**src/rtl/led_pkg.sv**
```systemverilog
// Shared definitions for the LED fader.
//   chan_state_e : per-channel ramp state (OFF, UP, ON, DOWN)
//   next_state() : state chosen from the post-update duty and the current target level
package led_pkg;

  typedef enum logic [1:0] {
    StOff  = 2'd0,
    StUp   = 2'd1,
    StOn   = 2'd2,
    StDown = 2'd3
  } chan_state_e;

  function automatic chan_state_e next_state(logic at_zero, logic at_max, logic lvl);
    chan_state_e st;
    if (!lvl && at_zero) begin
      st = StOff;
    end else if (lvl && at_max) begin
      st = StOn;
    end else if (lvl) begin
      st = StUp;
    end else begin
      st = StDown;
    end
    return st;
  endfunction

endpackage

```
**src/rtl/led_fade_if.sv**
```systemverilog
// Control/status bundle of the LED fader.
//   en            : fade ticks advance when 1
//   lvl_r/g/b     : per-channel target level (1 = full on)
//   led_r/g/b     : PWM pin drive
//   busy          : any channel ramping
// master = controller side, slave = fader side.
interface led_fade_if;
  logic en;
  logic lvl_r;
  logic lvl_g;
  logic lvl_b;
  logic led_r;
  logic led_g;
  logic led_b;
  logic busy;

  modport master (
    output en, lvl_r, lvl_g, lvl_b,
    input  led_r, led_g, led_b, busy
  );

  modport slave (
    input  en, lvl_r, lvl_g, lvl_b,
    output led_r, led_g, led_b, busy
  );
endinterface

```
**src/rtl/led_fade_chan.sv**
```systemverilog
// One fader channel: saturating duty register, ramp state, PWM compare and
// registered pin drive.
//   clk_i, rst_ni : clock, asynchronous active-low reset
//   tick_i        : one-cycle fade step strobe
//   lvl_i         : target level (1 = ramp towards full on)
//   pwm_cnt_i     : shared free-running PWM counter
//   led_o         : registered pin drive (polarity set by ACTIVE_LOW)
//   active_o      : channel is in UP or DOWN
module led_fade_chan
  import led_pkg::*;
#(
  parameter int unsigned PWM_BITS   = 8,
  parameter bit          ACTIVE_LOW = 1'b1
) (
  input  logic                clk_i,
  input  logic                rst_ni,
  input  logic                tick_i,
  input  logic                lvl_i,
  input  logic [PWM_BITS-1:0] pwm_cnt_i,
  output logic                led_o,
  output logic                active_o
);

  localparam logic [PWM_BITS-1:0] DutyMax = {PWM_BITS{1'b1}};
  localparam logic                LedOff  = ACTIVE_LOW;

  logic [PWM_BITS-1:0] d_q, d_d;
  chan_state_e         state_q, state_d;
  logic                led_q, led_d;
  logic                lit;

  // Saturating step; a level change mid-ramp simply reverses from the current duty.
  always_comb begin
    d_d = d_q;
    if (tick_i) begin
      if (lvl_i && (d_q != DutyMax)) begin
        d_d = d_q + PWM_BITS'(1);
      end else if (!lvl_i && (d_q != '0)) begin
        d_d = d_q - PWM_BITS'(1);
      end
    end
  end

  always_comb begin
    state_d = next_state(d_d == '0, d_d == DutyMax, lvl_i);
  end

  // Full duty is lit on every PWM cycle, including the count that equals MAX.
  always_comb begin
    lit   = (pwm_cnt_i < d_q) || (d_q == DutyMax);
    led_d = ACTIVE_LOW ? ~lit : lit;
  end

  always_ff @(posedge clk_i or negedge rst_ni) begin
    if (!rst_ni) begin
      d_q     <= '0;
      state_q <= StOff;
      led_q   <= LedOff;
    end else begin
      d_q     <= d_d;
      state_q <= state_d;
      led_q   <= led_d;
    end
  end

  assign led_o    = led_q;
  assign active_o = (state_q == StUp) || (state_q == StDown);

endmodule

```
**src/rtl/led_fade.sv**
```systemverilog
// Three-channel LED fader: shared PWM counter and fade-step prescaler feeding
// three independent channels.
//   clk  : system clock, all state on rising edge
//   rst  : asynchronous active-low reset
//   bus  : en / lvl_r,g,b in; led_r,g,b / busy out (all outputs registered)
module led_fade
  import led_pkg::*;
#(
  parameter int unsigned PWM_BITS   = 8,
  parameter int unsigned STEP_DIV   = 65536,
  parameter bit          ACTIVE_LOW = 1'b1
) (
  input  logic         clk,
  input  logic         rst,
  led_fade_if.slave    bus
);

  localparam int unsigned         PresW   = (STEP_DIV > 2) ? $clog2(STEP_DIV) : 1;
  localparam logic [PresW-1:0]    PresMax = PresW'(STEP_DIV - 1);

  logic [PWM_BITS-1:0] pwm_cnt_q, pwm_cnt_d;
  logic [PresW-1:0]    presc_q, presc_d;
  logic                tick;
  logic                busy_q, busy_d;
  logic                act_r, act_g, act_b;

  // Tick is gated by en so a prescaler frozen at its last value cannot re-fire.
  always_comb begin
    pwm_cnt_d = pwm_cnt_q + PWM_BITS'(1);
    tick      = bus.en && (presc_q == PresMax);
    presc_d   = presc_q;
    if (bus.en) begin
      presc_d = (presc_q == PresMax) ? '0 : presc_q + PresW'(1);
    end
    busy_d = act_r | act_g | act_b;
  end

  always_ff @(posedge clk or negedge rst) begin
    if (!rst) begin
      pwm_cnt_q <= '0;
      presc_q   <= '0;
      busy_q    <= 1'b0;
    end else begin
      pwm_cnt_q <= pwm_cnt_d;
      presc_q   <= presc_d;
      busy_q    <= busy_d;
    end
  end

  assign bus.busy = busy_q;

  led_fade_chan #(
    .PWM_BITS   (PWM_BITS),
    .ACTIVE_LOW (ACTIVE_LOW)
  ) u_chan_r (
    .clk_i     (clk),
    .rst_ni    (rst),
    .tick_i    (tick),
    .lvl_i     (bus.lvl_r),
    .pwm_cnt_i (pwm_cnt_q),
    .led_o     (bus.led_r),
    .active_o  (act_r)
  );

  led_fade_chan #(
    .PWM_BITS   (PWM_BITS),
    .ACTIVE_LOW (ACTIVE_LOW)
  ) u_chan_g (
    .clk_i     (clk),
    .rst_ni    (rst),
    .tick_i    (tick),
    .lvl_i     (bus.lvl_g),
    .pwm_cnt_i (pwm_cnt_q),
    .led_o     (bus.led_g),
    .active_o  (act_g)
  );

  led_fade_chan #(
    .PWM_BITS   (PWM_BITS),
    .ACTIVE_LOW (ACTIVE_LOW)
  ) u_chan_b (
    .clk_i     (clk),
    .rst_ni    (rst),
    .tick_i    (tick),
    .lvl_i     (bus.lvl_b),
    .pwm_cnt_i (pwm_cnt_q),
    .led_o     (bus.led_b),
    .active_o  (act_b)
  );

endmodule

```
**src/flat_wrapper.sv**
```systemverilog
// flat-port wrapper written by rule: the top's interface ports become plain ports
module led_fade_flat import led_pkg::*;
#(
  parameter int unsigned PWM_BITS   = 8,
  parameter int unsigned STEP_DIV   = 65536,
  parameter bit          ACTIVE_LOW = 1'b1
)
  (clk, rst, bus_en, bus_lvl_r, bus_lvl_g, bus_lvl_b, bus_led_r, bus_led_g, bus_led_b, bus_busy);
  led_fade_if bus_i ();
  input  logic clk;
  input  logic rst;
  input wire logic [$bits(bus_i.en)-1:0] bus_en;
  input wire logic [$bits(bus_i.lvl_r)-1:0] bus_lvl_r;
  input wire logic [$bits(bus_i.lvl_g)-1:0] bus_lvl_g;
  input wire logic [$bits(bus_i.lvl_b)-1:0] bus_lvl_b;
  output wire logic [$bits(bus_i.led_r)-1:0] bus_led_r;
  output wire logic [$bits(bus_i.led_g)-1:0] bus_led_g;
  output wire logic [$bits(bus_i.led_b)-1:0] bus_led_b;
  output wire logic [$bits(bus_i.busy)-1:0] bus_busy;
  assign bus_i.en = bus_en;
  assign bus_i.lvl_r = bus_lvl_r;
  assign bus_i.lvl_g = bus_lvl_g;
  assign bus_i.lvl_b = bus_lvl_b;
  assign bus_led_r = bus_i.led_r;
  assign bus_led_g = bus_i.led_g;
  assign bus_led_b = bus_i.led_b;
  assign bus_busy = bus_i.busy;
  led_fade #(.PWM_BITS(PWM_BITS), .STEP_DIV(STEP_DIV), .ACTIVE_LOW(ACTIVE_LOW)) u_core (.clk(clk), .rst(rst), .bus(bus_i));
endmodule
```
**config.mk**
```make
export PLATFORM = sky130hd
export DESIGN_NAME = led_fade_flat
export DESIGN_NICKNAME = d
export VERILOG_FILES = /design/src/rtl/led_pkg.sv /design/src/rtl/led_fade_if.sv /design/src/rtl/led_fade_chan.sv /design/src/rtl/led_fade.sv /design/src/flat_wrapper.sv
export SDC_FILE = /design/constraint.sdc
export NUM_CORES = 1
export LEC_CHECK = 0
export ABC_AREA = 0
export CORE_ASPECT_RATIO = 0.9
export CORE_MARGIN = 5
export CORE_UTILIZATION = 45
export DETAILED_ROUTE_END_ITERATION = 10
export GPL_TIMING_DRIVEN = 0
export SLEW_MARGIN = 20
export SYNTH_ARGS = -nofsm -noshare
export SYNTH_HDL_FRONTEND = slang
export SYNTH_SLANG_ARGS = --single-unit
```
**constraint.sdc**
```tcl
create_clock -name clk -period 4.75 [get_ports clk]
set_input_delay 0.7125 -clock clk [delete_from_list [all_inputs] [get_ports clk]]
set_output_delay 0.7125 -clock clk [all_outputs]
set_load 0.1 [all_outputs]
```
# Word-level counts from Yosys, hierarchy flattened
# Index checks and enable logic that the tools add are counted.
[op_classes]
magnitude_cmp = 3
n_mux = 19
n_eq_ne = 16
bitwise = 5
n_addsub = 8
reduce_logical = 28
[op_table]
columns = ["cell", "count"]
rows = [
  ["2-to-1 mux 8 bit", 9],
  ["== test 8 bit, second input constant", 6],
  ["adder 8 x 1 -> 8 bit, second input constant", 4],
  ["zero test 8 bit", 3],
  ["less-than comparator 8 bit", 3],
  ["!= test 8 bit, second input constant", 3],
  ["nonzero test 8 bit", 3],
  ["subtractor 8 x 1 -> 8 bit, second input constant", 3],
  ["2-to-1 mux 2 bit", 9],
  ["adder 16 x 1 -> 16 bit, second input constant", 1],
  ["== test 16 bit, second input constant", 1],
  ["2-to-1 mux 16 bit", 1],
  ["logical AND 1 bit", 13],
  ["== test 2 x 1 -> 1 bit, second input constant", 3],
  ["== test 2 bit, second input constant", 3],
  ["logical OR 1 bit", 6],
  ["zero test 1 bit", 3],
  ["inverter 1 bit", 3],
  ["bitwise OR 1 bit", 2],
]
[totals]
ff_bits = 58

# Depth between registers and ports, before layout
# Gate-level depths: netlist of the first run.
[logic_depth]
ltp_word = 9
depth_mapped = 10
depth_no_buf = 10

# Modules after synthesis
# From an unflattened synthesis of the first run, not the netlist that was laid out.
[hier_totals]
cells_unflattened = 446
area_unflattened_um2 = 4166.5
[by_module_without_submodules]
columns = ["mod", "area_per_inst_um2", "instances", "seq_area_each_um2", "cells_each"]
rows = [
  ["led_fade_chan", 1017.2, 3, 251.5, 116],
  ["led_fade", 1114.8, 1, 625.6, 98],
]

# Least setup slack after synthesis of the first run
# Ideal clock, no wire load.
[synth_path]
path_kind = "input port to flip-flop"
start = "input bus_lvl_b"
end = "register u_core.u_chan_b.state_q[0]"
setup_slack_ps = 2402
stages = 8
required_ps = 4620
setup_ps = 130
arrival_time_ps = 2219
cell_sequence = "clkbuf_1 > or3_1 > a31oi_1 > nand4_1 > a211oi_1 > o21ai_0 > nor4_1 > a21oi_1"
[synth_between]
elab_chain_cells = 9
elab_cells_between_ends = 12
[synth_lines]
columns = ["element", "line", "rtl"]
rows = [
  ["from (decl)", "flat_wrapper.sv:15", "input wire logic [$bits(bus_i.lvl_b)-1:0] bus_lvl_b;"],
  ["zero test 1 bit", "led_pkg.sv:15, led_fade_chan.sv:38", ""],
  ["logical AND 1 bit", "led_fade_chan.sv:38", "end else if (!lvl_i && (d_q != '0)) begin"],
  ["2-to-1 mux 8 bit", "led_fade_chan.sv:38", ""],
  ["2-to-1 mux 8 bit", "led_fade_chan.sv:36", "if (lvl_i && (d_q != DutyMax)) begin"],
  ["2-to-1 mux 8 bit", "led_fade_chan.sv:35", "if (tick_i) begin"],
  ["== test 8 bit", "led_fade_chan.sv:45", "state_d = next_state(d_d == '0, d_d == DutyMax, lvl_i);"],
  ["logical AND 1 bit", "led_pkg.sv:17", "end else if (lvl && at_max) begin"],
  ["2-to-1 mux 2 bit", "led_pkg.sv:17", ""],
  ["2-to-1 mux 2 bit (*)", "led_pkg.sv:15", "if (!lvl && at_zero) begin"],
  ["net u_core.u_chan_b.state_d[0]", "led_fade_chan.sv:28", "chan_state_e state_q, state_d;"],
  ["to (signal assigned)", "led_fade_chan.sv:57", "state_q <= StOff;"],
  ["to (signal assigned)", "led_fade_chan.sv:61", "state_q <= state_d;"],
  ["to (decl)", "led_fade_chan.sv:28", ""],
]
# Mark *: on every way through the listed nets, which the timed path passes. The rest lies on a longest branch.
# A chain may end at the register's enable or synchronous reset.

# Worst setup path after layout of the first run
[layout_path]
start = "input bus_en"
end = "register u_core.u_chan_g.state_q[0]"
[layout_between]
elab_chain_cells = 6
elab_cells_between_ends = 8
[layout_lines]
columns = ["element", "line", "rtl"]
rows = [
  ["from (decl)", "flat_wrapper.sv:12", "input wire logic [$bits(bus_i.en)-1:0] bus_en;"],
  ["logical AND 1 bit (*)", "led_fade.sv:30", "tick = bus.en && (presc_q == PresMax);"],
  ["2-to-1 mux 8 bit (*)", "led_fade_chan.sv:35", ""],
  ["== test 8 bit", "led_fade_chan.sv:45", ""],
  ["logical AND 1 bit", "led_pkg.sv:17", ""],
  ["2-to-1 mux 2 bit", "led_pkg.sv:17", ""],
  ["2-to-1 mux 2 bit (*)", "led_pkg.sv:15", ""],
  ["net u_core.u_chan_g.state_d[0]", "led_fade_chan.sv:28", ""],
  ["to (signal assigned)", "led_fade_chan.sv:57", ""],
  ["to (signal assigned)", "led_fade_chan.sv:61", ""],
  ["to (decl)", "led_fade_chan.sv:28", ""],
]
# Marked as above.

==> impl_metrics.tcl, run 1 <==
set metrics [dict create \
    status "finished clean" \
    core_region_area_sq_um 8030 \
    ys_seq_area_share_pct 37.2 \
    rows 31 \
    drt_wl_total_mm 8.72 \
    cts.sinks 55 \
    synthArstFlopShare_pct 100 \
    cts_resized 0 \
    path_class "primary input to register" \
    irDropWorstVdd_v 0.000112 \
    dpl.cell_count 518 \
    hold_class "primary input to asynchronous set/reset pin" \
    syn_area_sq_um 3710 \
    syn-num-nets 446 \
    path_cells "clkdlybuf4s50_1, and3_1, nand4_1, nor2_4, buf_4, o21ai_0, xnor2_1, nand3_1, nor4_2, a21boi_1" \
    cts_tree "done" \
    synth_common_cells "dfrtp_1, inv_1, ha_1, nand2_1, xnor2_1" \
    r2r_cells 9 \
    grt_start_max_net_pins 56 \
    grt_usage_pct 18.0 \
    yosys.area.top_type "dfrtp_1" \
    die-area_sq_um 10200 \
    maxSlewHeadroom_pct 35.1 \
    clkTransAtPathRegs_ps 120 \
    regToRegSetupSlack_ps 1870 \
    drt-pass1-iter-count 5 \
    final_core_util_pct 49.9 \
    synth_top_cell_area_share_pct 35.1 \
    grt_pass1_vias 2924 \
    timing.final.crit_period_ps 3140 \
    antenna_found_initial 0 \
    rsz0062_at_grt "false" \
    synth_warnings 0 \
    stdcell_count 526 \
    cts_max_level 2 \
    clock.fmax_mhz 318 \
    yosysMostFrequentCell "dfrtp_1" \
    avgSynthCellArea_sq_um 9.02 \
    worstPathArrival_ps 3340 \
    synth_area_leaders "dfrtp_1, ha_1, xnor2_1, inv_1, a21oi_1" \
    setup_viol 0 \
    r2r_start "u_core.presc_q[8]$_DFFE_PN0P_" \
    drive_gt1_share_pct 7.49 \
    critPathBufInv 2 \
    grt_pass1_wl_mm 14.7 \
    gr-total-overflow 0 \
    power_density_nw_per_um2 218 \
    ys_ff_latch 55 \
    numCtsBuffers 5 \
    synth_cell_types 61 \
    worst_slew_pin_slew_ps 970 \
    ant_nets 0 \
    place_ws_ps 1280 \
    post_cts_buffers 0 \
    hold_buffers 0 \
    maxCapViolCount 0 \
    final.setup.tns_ps 0 \
    routed_via_density 5.96 \
    nFillCells 752 \
    hold_viol 0 \
    place.gp.congestion 0.898 \
    finalPower_mw 0.874 \
    clockBufferDepth 2 \
    r2r-end "u_core.u_chan_g.state_q[0]$_DFF_PN0_" \
    die_w_microns 106 \
    initial_core_util_pct 46.2 \
    die_h_microns 96.1 \
    p_leak_nw 1.74 \
    area_delta_synth_final_pct 8.00 \
    antenna_cells 0 \
    place_hpwl_mm 6.41 \
    critPathMaxFanout 10 \
    layout_setup_ws_ps 1610 \
    vias 3133 \
    finalCritPeriodShare_pct 66.2 \
    drv_slew 0 \
    synth_edf_count 0 \
    end_kind "register" \
    postSynthCellCount 411 \
    io-pin-count 10 \
    port_buffers 8 \
    detailedRoute.firstIterationViolations 182 \
    synth_ff_type "dfrtp_1" \
    worstPathRequired_ps 4950 \
    drc_errors 0 \
    cpLargestDelayFamily "simple AND/OR/NAND/NOR gates" \
    worstSetupStartpointType "primary input" \
    nets 461 \
    worst_path_max_delay_cell "clkdlybuf4s50_1" \
    fin_skew_ps 12.6 \
    slowest_delay_ps 570 \
    clock_latency_ps 320 \
    wl_per_cell_microns 16.6 \
    root_buffer "clkbuf_8" \
]
-- worst reg2reg max path, delay by kind of cell, from the launching register on --
kind | cells | cell delay (ps)
AOI/OAI and AO/OA | 3 | 670
and+or+nand+nor | 5 | 1430
DFF | 1 | 470
buffers and inverters | 1 | 200
-- per-stage QoR --
stage / area (sq um) / hold WS (ps)
2_1_floorplan: 3710 / 406
3_3_place_gp: 3910 / 421
3_5_place_dp: 3910 / 423
4_1_cts: 4000 / 448
5_1_grt: 4000 / 461
6_report: 4000 / 434
-- logic make-up after synthesis --
family | after synthesis | synth area share [%]
and+or+nand+nor | 147 | 22.3
AOI/OAI and AO/OA | 93 | 16.8
DFF | 55 | 37.2
buffers and inverters | 52 | 5.60
xor gates and xnor gates | 34 | 8.04
adders and majority gates | 29 | 9.79
muxes | 1 | 0.270
-- power by group --
part           switching, mW  internal, mW  leakage [nW]
Sequential            0.0244         0.490         0.676
Clock                  0.173         0.109        0.0491
Combinational         0.0479        0.0298          1.02
Total                  0.246         0.629          1.74
-- cells in the final DEF, fill, tap and decap left out, types with 5 or more instances in the layout --
master           Yosys  routed
nand3_1             21      21
nand4_1             12      12
nand2_1             29      29
o21ai_0             20      20
a21o_1               9       9
clkbuf_1             9       9
xor2_1               7       7
and3_1              12      12
dfrtp_1             52      52
a31oi_1              8       8
nor2_1              22      22
clkbuf_8             0       5
or3_1                5       5
clkdlybuf4s50_1      0       7
xnor2_1             27      27
nor4_1               6       6
inv_1               40      40
ha_1                29      29
nor3_1              12      12
a21oi_1             23      23
-- final cells by class --
type                    count  area [sq um]  share of cell area (%)
multi-input cells         304          2120                    52.9
flip-flops and latches     55          1380                    34.5
inverters                  40           150                    3.75
well taps                  99           124                    3.09
repair buffers              8          77.6                    1.94
clock buffers               5          68.8                    1.72
plain buffers              12          57.6                    1.44
clock inverters             3          26.3                   0.656
-- sequential cells by signal, indices dropped and copies added (netlist names) --
signal / cells
u_core.u_chan_r.state_q: 1
u_core.u_chan_g.led_o: 1
u_core.presc_q: 16
u_core.u_chan_g.d_q: 8
u_core.u_chan_g.state_q: 1
u_core.u_chan_b.state_q: 1
u_core.pwm_cnt_q: 8
u_core.u_chan_r.led_o: 1
u_core.bus.busy: 1
u_core.u_chan_b.d_q: 8
u_core.u_chan_b.led_o: 1
u_core.u_chan_r.d_q: 8
-- per-layer routing --
metal	global-route usage [%]	routed length [microns]	share of wire [%]
met1	26.5	4460	51
met2	27.9	3770	43
met3	2.95	440	5.0
met4	3.99	46	0.53
met5	0	0	0
-- worst max path at each step --
stage / startpoint / to / slack [ps] / depth (start not counted)
2_1_floorplan: bus_lvl_b / u_core.u_chan_b.state_q[0]$_DFF_PN0_ / 2400 / 8
6_report: bus_en / u_core.u_chan_g.state_q[0]$_DFF_PN0_ / 1610 / 10
3_5_place_dp: bus_en / u_core.u_chan_g.state_q[0]$_DFF_PN0_ / 1280 / 10
3_3_place_gp: rst / u_core.u_chan_b.d_q[4]$_DFF_PN0_ / 1180 / 1
5_1_grt: bus_en / u_core.u_chan_g.state_q[0]$_DFF_PN0_ / 1350 / 10
4_1_cts: bus_en / u_core.u_chan_g.state_q[0]$_DFF_PN0_ / 1610 / 10
No activity file was read; power rests on OpenSTA's default activity.
==> run 2, diff against run 1 <==
- clock period: 4.75 -> 3 ns (I/O delays scaled with it)
==> run 2 against run 1 <==
Global-route usage is the same. Critical path depth decreased by 1. Sequential share of layout area fell by 0.32 points. Critical endpoint unchanged. Via count is 0.80% higher. Clock skew is 1.7 ps higher.
==> impl_metrics.tcl, run 2 (same netlist as run 1, synthesis figures left out) <==
set metrics [dict create \
    core_region_area_sq_um 8030 \
    largest_register_ffs 16 \
    clockBufferDepth 2 \
    place_hpwl_mm 6.41 \
    layout_setup_ws_ps 167 \
    status "finished clean" \
    place_ws_ps -210 \
    dpl.cell_count 518 \
    die_h_microns 96.1 \
    largest-register "u_core.presc_q" \
    worstSetupStartpointType "register" \
    grt_pass1_vias 2924 \
    clock.fmax_mhz 353 \
    root_buffer "clkbuf_8" \
    die-area_sq_um 10200 \
    cts_resized 0 \
    hold_viol 0 \
    setup_viol 0 \
    hold_class "primary input to asynchronous set/reset pin" \
    worst_slew_pin_slew_ps 970 \
    grt_pass1_wl_mm 14.7 \
    maxCapViolCount 0 \
    drt_wl_total_mm 8.76 \
    grt_start_max_net_pins 56 \
    initial_core_util_pct 46.2 \
    grt_usage_pct 18.0 \
    stdcell_count 531 \
    antenna_cells 0 \
    area_delta_synth_final_pct 9.01 \
    worstPathRequired_ps 3200 \
    cts_tree "done" \
    die_w_microns 106 \
    grtUsageMet1_pct 26.5 \
    clock_latency_ps 320 \
    post_cts_buffers 0 \
    layout_common_cells "dfrtp_1, inv_1, nand2_1, ha_1, xnor2_1" \
    io-pin-count 10 \
    rsz0062_at_grt "false" \
    nets 466 \
    nFillCells 750 \
    routed_via_density 5.95 \
    path_class "register to register" \
    finalCritPeriodShare_pct 94.4 \
    antenna_found_initial 0 \
    drv_slew 0 \
    place.gp.congestion 0.898 \
    met3_usage_pct 2.95 \
    p_leak_nw 1.77 \
    port_buffers 8 \
    rows 31 \
    ant_nets 0 \
    fin_skew_ps 14.4 \
    end_kind "register" \
    numCtsBuffers 5 \
    worstPathArrival_ps 3030 \
    met2_usage_pct 27.9 \
    drt-pass1-iter-count 4 \
    timing.final.crit_period_ps 2830 \
    clkTransAtPathRegs_ps 120 \
    gr-total-overflow 0 \
    final_common_cell "dfrtp_1" \
    final_core_util_pct 50.3 \
    gr-max-usage-layer "met2" \
    wl_per_cell_microns 16.5 \
    critPathMaxFanout 6 \
    detailedRoute.firstIterationViolations 164 \
    hold_buffers 0 \
    cts.sinks 55 \
    vias 3158 \
    drc_errors 0 \
    power_density_nw_per_um2 343 \
    cts_max_level 2 \
    drive_gt1_share_pct 8.56 \
    irDropWorstVdd_v 0.000178 \
    maxSlewHeadroom_pct 35.1 \
]
[run 2: changes by cell type in the layout (fill, tap and decap cells not counted)]
| cell | before | now |
|---|---|---|
| buf_4 | 2 | 7 |
[run 2: worst paths after layout]
path                       slack [ps]                                 start                              endpoint  cells past startpoint
setup / recovery                  170      u_core.u_chan_g.d_q[0]$_DFF_PN0_  u_core.u_chan_g.state_q[0]$_DFF_PN0_                      9
hold / removal                    180                                   rst         u_core.presc_q[2]$_DFFE_PN0P_                      1
setup reg to reg                  170      u_core.u_chan_g.d_q[0]$_DFF_PN0_  u_core.u_chan_g.state_q[0]$_DFF_PN0_                      9
hold reg to reg                   440  u_core.u_chan_g.state_q[0]$_DFF_PN0_             u_core.bus.busy$_DFF_PN0_                      1
max in group asynchronous        2360                                   rst      u_core.u_chan_g.d_q[4]$_DFF_PN0_                      1
min in group clk                  440  u_core.u_chan_g.state_q[0]$_DFF_PN0_             u_core.bus.busy$_DFF_PN0_                      1
[run 2: area by class of cell]
class	instances	area, sq um	share of cell area, %
Buffer	12	57.6	1.42
Clock buffer	5	68.8	1.70
Clock inverter	3	26.3	0.650
Inverter	40	150	3.72
Multi-Input combinational cell	304	2120	52.4
Sequential cell	55	1380	34.2
Tap cell	99	124	3.07
Timing Repair Buffer	13	115	2.85
[run 2: worst max-delay path, stage by stage, from the launching register on]
cell and delay (ps):
dfrtp_1 490, ha_1 320, and3_1 260, a21oi_1 370
nor2_1 160, or3_1 390, xnor2_1 190, nor3_1 290
nand4_1 120, a21boi_1 140
[run 2: metal layers]
layer | share of wire [%] | vias to the layer above | routed length (microns)
met5 | 0 | - | 0
met3 | 6.1 | 5 | 532
met1 | 50 | 1524 | 4420
met4 | 0.53 | 0 | 46
li1 | - | 1524 | -
met2 | 43 | 105 | 3760
[run 2: stage by stage]
stage | cell area (sq um) | total power [mW] | setup TNS (ps) | hold WS (ps)
2_1_floorplan | 3710 | 0.902 | 0 | 154
3_3_place_gp | 3910 | 0.948 | -16270 | 421
3_5_place_dp | 3910 | 0.951 | -336 | 423
4_1_cts | 4000 | 1.41 | 0 | 199
5_1_grt | 4040 | 1.46 | 0 | 236
6_report | 4040 | 1.39 | 0 | 175
[run 2: where the power goes]
group          internal (mW)  switching, mW
Sequential             0.775         0.0386
Combinational         0.0471         0.0755
Clock                  0.173          0.277
==> run 3, diff against run 2 <==
- TNS_END_PERCENT: unset -> 5
==> results of run 3 <==
The final DEF is identical to that of run 2; final timing and power are the same.
